===== config.mk =====
export PLATFORM = sky130hd
export DESIGN_NAME = bbox_overlay
export DESIGN_NICKNAME = d
export VERILOG_FILES = /design/src/rtl/bbox_overlay.sv
export SDC_FILE = /design/constraint.sdc
export NUM_CORES = 2
export LEC_CHECK = 0
export ABC_CLOCK_PERIOD_IN_PS = 14230
export BUFFER_PORTS_ARGS = -buffer_cell sky130_fd_sc_hd__buf_4
export CELL_PAD_IN_SITES_DETAIL_PLACEMENT = 1
export CELL_PAD_IN_SITES_GLOBAL_PLACEMENT = 1
export CORE_MARGIN = 5
export CORE_UTILIZATION = 34
export CTS_CLUSTER_SIZE = 24
export DETAILED_ROUTE_END_ITERATION = 8
export GPL_ROUTABILITY_DRIVEN = 0
export PLACE_DENSITY = 0.67
export SLEW_MARGIN = 20
export SYNTH_ARGS = -nofsm -noshare
export SYNTH_HDL_FRONTEND = slang
export SYNTH_SLANG_ARGS = --single-unit

===== constraint.sdc =====
create_clock -name avm_clk -period 14.23 [get_ports avm_clk]
set_input_delay 1.423 -clock avm_clk [delete_from_list [all_inputs] [get_ports avm_clk]]
set_output_delay 1.423 -clock avm_clk [all_outputs]
set_load 0.01 [all_outputs]

===== src/rtl/bbox_overlay.sv =====
// bbox_overlay: collects 16 prediction boxes from the wrapper byte stream into a shadow
// table, swaps it in at frame start, and draws box outlines. Option macro: BBOX_LABEL_COLOR_EN.
module bbox_overlay #(
  parameter int unsigned THICK = 2,
  parameter logic [7:0]  BOX_R = 8'd255,
  parameter logic [7:0]  BOX_G = 8'd0,
  parameter logic [7:0]  BOX_B = 8'd0,
  parameter int unsigned H_MAX = 639,
  parameter int unsigned V_MAX = 479
) (
  input  logic       avm_clk,
  input  logic       avm_rst_n,
  input  logic       i_seq_start,
  input  logic [7:0] i_pred_data,
  input  logic       i_pred_valid,
  input  logic       i_frame_start,
  input  logic [9:0] i_vga_h,
  input  logic [9:0] i_vga_v,
  input  logic       i_vga_valid,
  input  logic [7:0] i_r,
  input  logic [7:0] i_g,
  input  logic [7:0] i_b,
  output logic [7:0] o_r,
  output logic [7:0] o_g,
  output logic [7:0] o_b,
  output logic       o_vga_valid,
  output logic [6:0] o_byte_cnt,
  output logic       o_table_ready,
  output logic [4:0] o_num_boxes
);

  localparam int unsigned NB = 16;
  localparam int unsigned CW = 10;
  localparam int unsigned AW = 11;
  localparam logic [AW-1:0] T1 = AW'(THICK - 1);
  localparam logic [CW-1:0] HM = CW'(H_MAX);
  localparam logic [CW-1:0] VM = CW'(V_MAX);

  logic [CW-1:0] sh_tab  [NB][4];
  logic [CW-1:0] act_tab [NB][4];
  logic [NB-1:0] sh_vld_c;
  logic [NB-1:0] act_vld;
  logic [4:0]    sh_cnt_c;
  logic [1:0]    hi_q;
  logic          pending;
  logic          swap_c;
  logic [CW-1:0] raw_c;
  logic [CW-1:0] coord_c;
  logic [NB-1:0] hit_c;
  logic [NB-1:0] hit_q;
  logic [7:0]    pix_r_q, pix_g_q, pix_b_q;
  logic          valid_q;
  logic [7:0]    box_r_c, box_g_c, box_b_c;

  function automatic logic in_rng(input logic [AW-1:0] p, input logic [AW-1:0] lo,
                                  input logic [AW-1:0] hi);
    return (p >= lo) && (p <= hi);
  endfunction

  // p lies in the THICK-wide band at either end of [lo,hi]; no wrap at 11 bits
  function automatic logic in_band(input logic [AW-1:0] p, input logic [AW-1:0] lo,
                                   input logic [AW-1:0] hi);
    return ((p >= lo) && (p <= lo + T1)) || ((p + T1 >= hi) && (p <= hi));
  endfunction

  assign swap_c = i_frame_start & pending;

  // Even byte index within a box is the high half, odd completes the coordinate
  always_comb begin
    raw_c = {hi_q, i_pred_data};
    if (!o_byte_cnt[1]) coord_c = (raw_c > HM) ? HM : raw_c;
    else                coord_c = (raw_c > VM) ? VM : raw_c;
  end

  always_ff @(posedge avm_clk or negedge avm_rst_n) begin
    if (!avm_rst_n) begin
      o_byte_cnt <= '0;
      hi_q       <= '0;
      pending    <= 1'b0;
      for (int k = 0; k < int'(NB); k++)
        for (int c = 0; c < 4; c++) sh_tab[k][c] <= '0;
    end else if (i_seq_start) begin
      o_byte_cnt <= '0;
      pending    <= 1'b0;
    end else begin
      if (i_pred_valid) begin
        o_byte_cnt <= o_byte_cnt + 7'd1;
        if (o_byte_cnt[0]) sh_tab[o_byte_cnt[6:3]][o_byte_cnt[2:1]] <= coord_c;
        else               hi_q <= i_pred_data[1:0];
      end
      if (i_pred_valid && (o_byte_cnt == 7'd127)) pending <= 1'b1;
      else if (swap_c)                           pending <= 1'b0;
    end
  end

  always_comb begin
    sh_cnt_c = '0;
    for (int k = 0; k < int'(NB); k++) begin
      sh_vld_c[k] = (sh_tab[k][0] <= sh_tab[k][2]) && (sh_tab[k][1] <= sh_tab[k][3]) &&
                    ((sh_tab[k][0] | sh_tab[k][1] | sh_tab[k][2] | sh_tab[k][3]) != '0);
      sh_cnt_c    = sh_cnt_c + 5'(sh_vld_c[k]);
    end
  end

  // Active table only changes on a frame boundary
  always_ff @(posedge avm_clk or negedge avm_rst_n) begin
    if (!avm_rst_n) begin
      act_vld       <= '0;
      o_num_boxes   <= '0;
      o_table_ready <= 1'b0;
      for (int k = 0; k < int'(NB); k++)
        for (int c = 0; c < 4; c++) act_tab[k][c] <= '0;
    end else if (swap_c) begin
      act_tab       <= sh_tab;
      act_vld       <= sh_vld_c;
      o_num_boxes   <= sh_cnt_c;
      o_table_ready <= 1'b1;
    end
  end

  always_comb begin
    for (int k = 0; k < int'(NB); k++) begin
      hit_c[k] = act_vld[k] &&
        ((in_rng({1'b0, i_vga_h}, {1'b0, act_tab[k][0]}, {1'b0, act_tab[k][2]}) &&
          in_band({1'b0, i_vga_v}, {1'b0, act_tab[k][1]}, {1'b0, act_tab[k][3]})) ||
         (in_rng({1'b0, i_vga_v}, {1'b0, act_tab[k][1]}, {1'b0, act_tab[k][3]}) &&
          in_band({1'b0, i_vga_h}, {1'b0, act_tab[k][0]}, {1'b0, act_tab[k][2]})));
    end
  end

  always_ff @(posedge avm_clk or negedge avm_rst_n) begin
    if (!avm_rst_n) begin
      hit_q   <= '0;
      pix_r_q <= '0;
      pix_g_q <= '0;
      pix_b_q <= '0;
      valid_q <= 1'b0;
    end else begin
      hit_q   <= hit_c;
      pix_r_q <= i_r;
      pix_g_q <= i_g;
      pix_b_q <= i_b;
      valid_q <= i_vga_valid;
    end
  end

`ifdef BBOX_LABEL_COLOR_EN
  logic [1:0] sel_c;

  // Lowest-index hitting box picks the palette entry
  always_comb begin
    sel_c = '0;
    for (int k = int'(NB) - 1; k >= 0; k--)
      if (hit_q[k]) sel_c = 2'(k);
  end

  always_comb begin
    box_r_c = 8'd255;
    box_g_c = 8'd0;
    box_b_c = 8'd0;
    case (sel_c)
      2'd1:    begin box_r_c = 8'd0;   box_g_c = 8'd255; box_b_c = 8'd0;   end
      2'd2:    begin box_r_c = 8'd0;   box_g_c = 8'd0;   box_b_c = 8'd255; end
      2'd3:    begin box_r_c = 8'd255; box_g_c = 8'd255; box_b_c = 8'd0;   end
      default: begin box_r_c = 8'd255; box_g_c = 8'd0;   box_b_c = 8'd0;   end
    endcase
  end
`else
  assign box_r_c = BOX_R;
  assign box_g_c = BOX_G;
  assign box_b_c = BOX_B;
`endif

  always_ff @(posedge avm_clk or negedge avm_rst_n) begin
    if (!avm_rst_n) begin
      o_r         <= '0;
      o_g         <= '0;
      o_b         <= '0;
      o_vga_valid <= 1'b0;
    end else begin
      o_vga_valid <= valid_q;
      if (valid_q && (hit_q != '0)) begin
        o_r <= box_r_c;
        o_g <= box_g_c;
        o_b <= box_b_c;
      end else begin
        o_r <= pix_r_q;
        o_g <= pix_g_q;
        o_b <= pix_b_q;
      end
    end
  end

endmodule


==> out/results.txt <==
After clock tree synthesis, the setup repair step added 0 buffers. The post-DP HPWL was 240000 um; the all-layer global routing usage was 0.236. The required time at the worst-slack endpoint is 14.97 ns, and the final standard cell count with taps included and fillers excluded is 13700.

The worst setup path is captured at a register. Total iterations of the first detailed-routing run: 5. For the number of remaining DRC errors, the log shows 0.

The clock-pin slew of the registers on the worst-case setup and hold paths was 0.06 ns; the total core area was 271000 sq um. The commonest cells after synthesis are sky130_fd_sc_hd__ha_1, sky130_fd_sc_hd__dfrtp_1, sky130_fd_sc_hd__inv_1. The run gives 9874 as the instance count of the mapped netlist. Row generation in the floorplan step produced 191 rows. The final worst-path cycle share was 0.397. The first global-routing pass estimated 515000 um of wire.

The ratio of total power to cell area is 93.9 nW/um^2, and the count of antenna-violating nets left after detailed routing is 0. In this run the deepest clock path goes through 4 buffers. The tools report the number of max-cap violations as 0. For the number of ports placed on the die boundary, the log shows 96. In the post-synthesis netlist, the biggest area contributors are sky130_fd_sc_hd__dfrtp_1, sky130_fd_sc_hd__ha_1, sky130_fd_sc_hd__o21ai_0, sky130_fd_sc_hd__inv_1, sky130_fd_sc_hd__nand2_1.

Largest net degree at the start of global routing: 203. The share of flip-flops with an asynchronous set or reset after synthesis was 1.00; the data arrival at the endpoint of the critical path was 6.38 ns. The logic gate share of total power was 0.126; the placement-stage worst setup slack was 8.63 ns.

Derived from the worst setup path, the maximum achievable clock frequency is 177 MHz. The initial core utilization was 0.342; the switching power summed over all nets was 0.00271 W. For the total non-filler cell area in the finished layout, the log shows 103000 sq um. At the pin with the least slew margin, the transition time is 1.27 ns.

In this run, CTS created clock tree buffers numbering 166. The fraction of final layout cells with drive strength greater than 1 works out to 0.0874. The H-tree depth is 4, and the synthesized net count is 11600.

Setup repair after global routing left no endpoint under its margin. STA classifies the critical path startpoint as a register. The number of hold buffers added after cts is 0, and the clock latency on the worst-skew pair is 0.86 ns.

The area of placed instances was 97800 sq um; the via count was 76100. The run gives 8.59 ns as the post-layout worst setup margin. Among all flip-flop cells after synthesis, the most frequent one is sky130_fd_sc_hd__dfrtp_1. The post-synthesis sequential area ratio came out at 0.373. The number of enable-type register cells in the synthesized netlist is 0, and the largest clock skew in the final design is 0.0574 ns. Setup total negative slack on the finished layout was measured at 0 ns. The per-instance average area after synthesis came out at 9.37 sq um.

The vertical die dimension is 532 um, and the switching share of power is 0.279. Dividing the detail-routed via count by the number of cells gives 5.57. Input and output buffers added on the ports amount to 95.

Post-CTS repair changed the size of 0 cells. TritonCTS built the clock tree. The run gives 0.382 as the core utilization of the finished layout. The number of endpoints failing setup at the final stage was 0. The tools report the CTS root buffer as sky130_fd_sc_hd__clkbuf_16. The setup slack on the worst flop-to-flop path is 8.59 ns, and the worst IR drop on VDD is 0.0850 mV. In the final routed layout, each cell accounts on average for 25.1 um. The number of antenna violations at the first check in global routing is 25, and the x dimension of the die is 532 um. The worst setup path is of the register to register kind.

Relative to the synthesized area, the layout overhead comes to 11.9%. Registers take 34500 sq um. Class of the worst hold path: register to register.

In this run, distinct cell masters in the synthesized netlist total 79. For this block, the initial DRC count from the detailed router was 4624. Part of the total power dissipated in sequential elements: 0.410. Clock share of power: 0.463. The logs give 81800 for the number of global-route vias before repair and 283000 sq um for the area enclosed by the die boundary.

The max-slew violation count came out at 0. By instance count, the leading cell after synthesis is sky130_fd_sc_hd__ha_1. For this run, the post-layout net count is 11700.

Leakage power of the design: 46.3 nW. In this run, placement finished with an instance count of 13400. In the final layout, the multi-input gates occupy 53100 sq um. The hold violation total from the final report was 0; the area share of the leading cell type in the synthesized netlist was 0.373. For this block, the routed nets add up to 343000 um of wire. The cell accounting for the most synthesized area was sky130_fd_sc_hd__dfrtp_1. In this run, synthesis produced a sequential element count of 1378. Worst slew slack as a fraction of its limit: 0.144. During synthesis, Yosys emitted a total of 0 warnings. The maximum fanout along the worst path was 3; the total number of clock tree sinks was 1378. Number of filler instances in the final layout: 30900.

Internal power comes to 0.00701 W. The run finished with clean final reports. The leftover overflow at the end of global routing is 0, and the post-synthesis instance area is 92500 sq um. Time the worst path needs with I/O delays and setup: 5.64 ns.
## metrics by stage
step | hold slack [ns] | total power, W
floorplan | 0.354 | 0.00458
global placement | 0.365 | 0.00521
detailed placement | 0.365 | 0.00528
CTS | 0.379 | 0.00980
global route | 0.406 | 0.0101
finish | 0.379 | 0.00972
## placed cells by master (no fill, tap or decap), drive strengths merged, types with 216 or more instances in the layout
| cell | instances |
|---|---|
| nor2 | 335 |
| xnor2 | 267 |
| clkbuf | 220 |
| buf | 216 |
| nand3 | 322 |
| a21oi | 589 |
| inv | 1079 |
| a21o | 312 |
| nand2 | 1049 |
| mux2 | 334 |
| o21ai | 1017 |
| dfrtp | 1378 |
| ha | 1640 |
## cell families after synthesis
family	count (synthesis)	share of synthesized area
compound gates	2314	0.146
simple gates	2535	0.131
fa+ha+maj	1650	0.224
xor+xnor	279	0.0264
buf+inv	1364	0.0571
flops	1378	0.373
mux	354	0.0428
## flip-flops by register name, indices dropped and copies added, names as in the netlist
signal	flops
o_b	8
sh_tab	640
o_byte_cnt	7
pix_g_q	8
pix_r_q	8
pix_b_q	8
o_num_boxes	5
hit_q	16
o_r	8
act_vld	16
valid_q	1
o_table_ready	1
o_g	8
pending	1
act_tab	640
hi_q	2
o_vga_valid	1
## power groups by stage
stage | clock (W) | combinational (W) | sequential (W)
3_3_place_gp | 0 | 0.00115 | 0.00406
3_5_place_dp | 0 | 0.00122 | 0.00406
5_1_grt | 0.00475 | 0.00133 | 0.00399
4_1_cts | 0.00458 | 0.00122 | 0.00399
2_1_floorplan | 0 | 0.000543 | 0.00404
6_report | 0.00450 | 0.00123 | 0.00399
## worst max-delay path, cell delays in order (launching register included)
cell and delay, ns:
sky130_fd_sc_hd__dfrtp_1 0.37, sky130_fd_sc_hd__inv_1 0.07, sky130_fd_sc_hd__ha_1 0.31, sky130_fd_sc_hd__a21o_1 0.18, sky130_fd_sc_hd__a21o_1 0.17, sky130_fd_sc_hd__a21oi_1 0.15, sky130_fd_sc_hd__nor2_1 0.05, sky130_fd_sc_hd__a2111oi_0 0.38
sky130_fd_sc_hd__a31oi_1 0.17, sky130_fd_sc_hd__a211oi_2 0.34, sky130_fd_sc_hd__fa_1 0.61, sky130_fd_sc_hd__inv_1 0.15, sky130_fd_sc_hd__fa_1 0.46, sky130_fd_sc_hd__fa_1 0.53, sky130_fd_sc_hd__inv_1 0.06, sky130_fd_sc_hd__fa_1 0.48
sky130_fd_sc_hd__ha_1 0.17, sky130_fd_sc_hd__inv_1 0.06, sky130_fd_sc_hd__fa_1 0.40, sky130_fd_sc_hd__nor2b_1 0.14, sky130_fd_sc_hd__o21ai_0 0.09, sky130_fd_sc_hd__o21ai_0 0.16
## per-layer routing
metal,vias to the layer above,global-route usage,part of all wire
met5,-,0,0
met1,38600,0.302,0.43
met2,1773,0.389,0.46
met4,0,0.117,0.057
met3,726,0.0325,0.047
li1,35000,-,-
## worst paths after layout
kind	startpoint	to	cells past startpoint
max	sh_tab[573]	o_num_boxes[4]	21
min	valid_q	o_vga_valid	0
max reg2reg	sh_tab[573]	o_num_boxes[4]	21
min reg2reg	valid_q	o_vga_valid	0
max in group asynchronous	avm_rst_n	sh_tab[43]	4
min in group asynchronous	avm_rst_n	sh_tab[637]	1
## cell type report
| type | count | area share |
|---|---|---|
| diodes | 5 | 0.000121 |
| inverters | 1071 | 0.0389 |
| multi-input cells | 7132 | 0.513 |
| repair buffers | 216 | 0.0169 |
| clock buffers | 220 | 0.0455 |
| well taps | 3570 | 0.0432 |
| flip-flops and latches | 1378 | 0.333 |
| clock inverters | 60 | 0.00902 |
Note: power is estimated with default switching activity, not from simulation.
